`src/rtl/rr_onehot_arbiter.sv`:
```
// Round-robin arbiter producing a registered one-hot (or all-zero) grant for a one-hot mux select.
// Rotating priority pointer gives fairness; a hold limit bounds how long one holder can block others.
module rr_onehot_arbiter #(
  parameter  int NUM_REQ  = 4,
  parameter  int MAX_HOLD = 4,
  localparam int IDX_W    = $clog2(NUM_REQ)
) (
  input  logic               clk,
  input  logic               reset,
  input  logic [NUM_REQ-1:0] req_i,
  output logic [NUM_REQ-1:0] gnt_o,
  output logic               gnt_valid_o,
  output logic [IDX_W-1:0]   gnt_idx_o
);

  localparam int HOLD_W = (MAX_HOLD > 1) ? $clog2(MAX_HOLD) : 1;
  localparam logic [HOLD_W-1:0] HOLD_MAX = HOLD_W'(MAX_HOLD - 1);

  typedef enum logic {
    IDLE  = 1'b0,
    GRANT = 1'b1
  } state_e;

  state_e               state_q, state_d;
  logic [NUM_REQ-1:0]   gnt_q, gnt_d;
  logic                 valid_q;
  logic [IDX_W-1:0]     idx_q, idx_d;
  logic [IDX_W-1:0]     last_q, last_d;
  logic [HOLD_W-1:0]    hold_q, hold_d;

  logic [NUM_REQ-1:0]   others;
  logic                 holder_req;
  logic                 grant_new;
  logic [NUM_REQ-1:0]   pick_vec;
  logic [IDX_W-1:0]     winner;

  // First asserted bit of vec, searching upward from last+1 with wrap-around.
  function automatic logic [IDX_W-1:0] rr_pick(input logic [NUM_REQ-1:0] vec,
                                               input logic [IDX_W-1:0]   last);
    logic [IDX_W-1:0] win;
    logic [IDX_W-1:0] sel;
    logic             found;
    win   = '0;
    found = 1'b0;
    for (int k = 1; k <= NUM_REQ; k++) begin
      sel = IDX_W'((int'(last) + k) % NUM_REQ);
      if (!found && vec[sel]) begin
        win   = sel;
        found = 1'b1;
      end
    end
    return win;
  endfunction

  // gnt_q is one-hot of the holder, so masking with it removes exactly the holder.
  assign others     = req_i & ~gnt_q;
  assign holder_req = |(req_i & gnt_q);

  always_comb begin
    // NOTE: every combinational output gets a default first so no path leaves it unassigned (no latch).
    state_d   = state_q;
    gnt_d     = gnt_q;
    idx_d     = idx_q;
    last_d    = last_q;
    hold_d    = hold_q;
    grant_new = 1'b0;
    pick_vec  = '0;

    unique case (state_q)
      IDLE: begin
        if (|req_i) begin
          grant_new = 1'b1;
          pick_vec  = req_i;
        end
      end
      GRANT: begin
        if (!holder_req) begin
          if (|others) begin
            grant_new = 1'b1;
            pick_vec  = others;
          end else begin
            state_d = IDLE;
            gnt_d   = '0;
            idx_d   = '0;
          end
        end else if (|others && hold_q == HOLD_MAX) begin
          grant_new = 1'b1;
          pick_vec  = others;
        end else if (hold_q != HOLD_MAX) begin
          hold_d = hold_q + 1'b1;
        end
      end
      default: state_d = IDLE;
    endcase

    winner = rr_pick(pick_vec, last_q);
    if (grant_new) begin
      state_d = GRANT;
      gnt_d   = {{(NUM_REQ-1){1'b0}}, 1'b1} << winner;
      idx_d   = winner;
      last_d  = winner;
      hold_d  = '0;
    end
  end

  always_ff @(posedge clk) begin
    // NOTE: sequential state uses non-blocking assignments so every register samples pre-edge values.
    if (reset) begin
      state_q <= IDLE;
      gnt_q   <= '0;
      valid_q <= 1'b0;
      idx_q   <= '0;
      last_q  <= IDX_W'(NUM_REQ - 1);
      hold_q  <= '0;
    end else begin
      state_q <= state_d;
      gnt_q   <= gnt_d;
      valid_q <= |gnt_d;
      idx_q   <= idx_d;
      last_q  <= last_d;
      hold_q  <= hold_d;
    end
  end

  assign gnt_o       = gnt_q;
  assign gnt_valid_o = valid_q;
  assign gnt_idx_o   = idx_q;

  a_onehot : assert property (@(posedge clk) $onehot0(gnt_o));
  a_valid  : assert property (@(posedge clk) gnt_valid_o == (|gnt_o));
  a_idx_on : assert property (@(posedge clk) gnt_valid_o |-> gnt_o[gnt_idx_o]);
  a_idx_off: assert property (@(posedge clk) !gnt_valid_o |-> gnt_idx_o == '0);

endmodule

```
`config.mk`:
```
export PLATFORM = sky130hd
export DESIGN_NAME = rr_onehot_arbiter
export DESIGN_NICKNAME = d
export VERILOG_FILES = /design/src/rtl/rr_onehot_arbiter.sv
export SDC_FILE = /design/constraint.sdc
export NUM_CORES = 1
export LEC_CHECK = 0
export BUFFER_PORTS_ARGS = -buffer_cell sky130_fd_sc_hd__buf_2
export CELL_PAD_IN_SITES_DETAIL_PLACEMENT = 1
export CELL_PAD_IN_SITES_GLOBAL_PLACEMENT = 2
export CORE_MARGIN = 8
export CORE_UTILIZATION = 30
export CTS_CLUSTER_SIZE = 14
export DETAILED_ROUTE_END_ITERATION = 10
export GPL_TIMING_DRIVEN = 0
export PLACE_DENSITY_LB_ADDON = 0.08
export SLEW_MARGIN = 20
export SYNTH_ARGS = -nofsm -noshare
export SYNTH_HDL_FRONTEND = slang
export SYNTH_SLANG_ARGS = --single-unit
```
`constraint.sdc`:
```
create_clock -name clk -period 2.3 [get_ports clk]
set_clock_uncertainty 0.2 [all_clocks]
set_input_delay 0.46 -clock clk [delete_from_list [all_inputs] [get_ports clk]]
set_output_delay 0.46 -clock clk [all_outputs]
set_load 0.01 [all_outputs]
```
==> run metrics <==
status=complete, no violations; gr busiest metal=met2; routed wire length=2.30 mm; vias=771; met2 usage=17.7%; Cell Chain, Critical Path=ha_1 > nand2b_1 > or2_2 > a211o_1 > o211a_1 > a41o_1; R2R cell count=6; number of global-route vias before repair=844; quantity of I/O buffers inserted on ports=11; Syn-to-layout area delta=18.1%; Final min period=2.11 ns; total area of sequential cells=240 um^2; Max Slew Vio Count=0; Placer Congestion=0.764; worst setup path endpoint=gnt_o[0]; CP max FO=4; router iterations before antenna repair=4; CTS tree=built; HPWL Detailed=1.84 mm; Starting Density=31.0%; Layout Nets=119; Static Leak=0.395 nW; DIE WIDTH=66.1 um; H-tree depth=1; Setup CP Type=reg2reg; EDFF count, synth=0; hold buffers post-CTS=0; CORE AREA=2430 um^2; Worst Setup SP=hold_q[0]; met1 GRT Util=14.2%; register bit total from synthesis=12; Setup Total Neg Slack=0 ns; PwrDens=1230 nW/um^2; # placed instances=136; Crit. End Element=flop; CP Data Arrival Time=2.10 ns; slew of the pin with the lowest slew margin=0.547 ns; Worst path max stage delay=0.34 ns; final setup fails=0; most frequent cells in the layout=dfxtp_1 (12), nand2_1 (11), buf_2 (11), nor2_1 (9), inv_1 (6); max-cap check violation count=0; grt ovf=0; clk slew on worst S/H paths=0.08 ns; Worst VDD drop=0.517 mV; met3 Resource Use GR=2.71%; die area=4370 um^2; RSZ-0062 raised after global routing=no; CP required=2.28 ns; CP startpoint kind=flop; critical path's slowest cell=dfxtp_1; fraction of layout cells with a size suffix above 1=21.6%; hold path depth=2; Final Non-Filler Cells=141; antenna cells=0; Post-Synthesis Cells=95; most frequent standard cell in the layout excluding fill and tap cells=dfxtp_1; syn_area_per_cell=7.93 um^2; final count of hold timing violations=0; fmax=473 MHz; GRT Util Overall=11.8%; clk_lat worst skew=0.28 ns; clock tree buffer depth=2; initial antenna violation count=0; # clock sinks=12; starting DRC count in detailed routing=22; R2R Setup Slk=0.19 ns; first-pass GRT wire length=4.01 mm; multi-input logic area=475 um^2; Remaining DRCs=0; period utilization=91.9%; Via density=5.47; Cell Rows=18; ys async rst share=0%; register area share after synthesis=31.9%; Root Driver=clkbuf_4; Wirelength per Cell=16.3 um; number of CTS-inserted buffers=3; Slew HR=63.3%; pin count of the biggest net entering global routing=11; remaining antenna violation count=0; Synth Flop Type=dfxtp_1; min-delay worst type=reg2reg; reg2reg start=hold_q[0]; Synth Cell Area=753 um^2; I/O Pins=13; synthesized net count=102; r2r endpoint=gnt_o[0]; count of cell types in the netlist=39; Yosys warning count=0; Fillers=309; DIE HEIGHT=66.1 um; hold_ws=0.287 ns
Yosys cell counts (2+ instances only):
library cell | instances | area, um^2
a21oi_1 | 5 | 25.0
a211o_1 | 2 | 17.5
o21a_1 | 2 | 15.0
and3_1 | 2 | 12.5
o211a_1 | 2 | 20.0
o211ai_1 | 4 | 30.0
nor2_1 | 9 | 33.8
nand4_1 | 2 | 12.5
dfxtp_1 | 12 | 240
nand2_1 | 11 | 41.3
nand2b_1 | 5 | 31.3
inv_1 | 6 | 22.5
clkbuf_1 | 3 | 11.3
nor3_1 | 2 | 10.0
a211oi_1 | 2 | 15.0
o21ai_0 | 3 | 15.0
through the flow:
step | util [%] | cell area (um^2) | setup WS [ns] | total power (W)
floorplan | - | 753 | 0.224 | 0.000732
global placement | 34.8 | 846 | -0.218 | 0.000909
detailed placement | 34.8 | 846 | -0.234 | 0.000918
CTS | 36.6 | 890 | 0.177 | 0.00111
global route | 36.6 | 890 | 0.0167 | 0.00120
finish | 36.6 | 890 | 0.187 | 0.00109
worst min path at each step:
stage / startpoint / end / slack [ns]
5_1_grt: gnt_idx_o[1] / gnt_idx_o[1] / 0.31
2_1_floorplan: last_q[0] / last_q[0] / 0.28
3_5_place_dp: gnt_idx_o[0] / gnt_idx_o[0] / 0.28
4_1_cts: gnt_idx_o[1] / gnt_idx_o[1] / 0.29
3_3_place_gp: gnt_idx_o[1] / gnt_idx_o[1] / 0.27
6_report: gnt_idx_o[1] / gnt_idx_o[1] / 0.29
kinds of logic after synthesis:
group           Yosys count  share of synthesized area, %
flops                    12                          31.9
buf+inv                  10                          4.98
simple gates             36                          23.1
fa+ha+maj                 1                          1.66
compound gates           36                          38.4
worst max-delay path, delay by kind of cell (launching register included):
kind            cells  cell delay [ns]
simple gates        2             0.49
compound gates      3             0.75
fa+ha+maj           1             0.24
flops               1             0.34
per-layer routing:
| metal | vias to the layer above | wire length [um] |
|---|---|---|
| met5 | - | 0 |
| li1 | 385 | - |
| met2 | 17 | 1020 |
| met4 | 0 | 85 |
| met1 | 360 | 1070 |
| met3 | 9 | 122 |
state kept, by name (all words and copies together), names as in the netlist:
| name | count |
|---|---|
| hold_q | 2 |
| gnt_idx_o | 2 |
| state_q | 1 |
| gnt_valid_o | 1 |
| last_q | 2 |
| gnt_o | 4 |
final cells by class:
cell class	count	share of cell area (%)
Timing Repair Buffer	12	7.03
Tap cell	30	4.22
Multi-Input combinational cell	73	53.4
Clock buffer	4	4.08
Inverter	7	2.95
Buffer	3	1.27
Sequential cell	12	27.0
power by group:
part | internal, W | switching (W)
clock network | 0.0000964 | 0.0000775
logic | 0.000236 | 0.000318
registers | 0.000283 | 0.0000835
total | 0.000615 | 0.000479
what timing repair did:
item                       CTS  global route
gates resized for setup      0             0
setup endpoints to repair    6             0
buffers inserted             1             0
(Power assumes the default switching activity.)
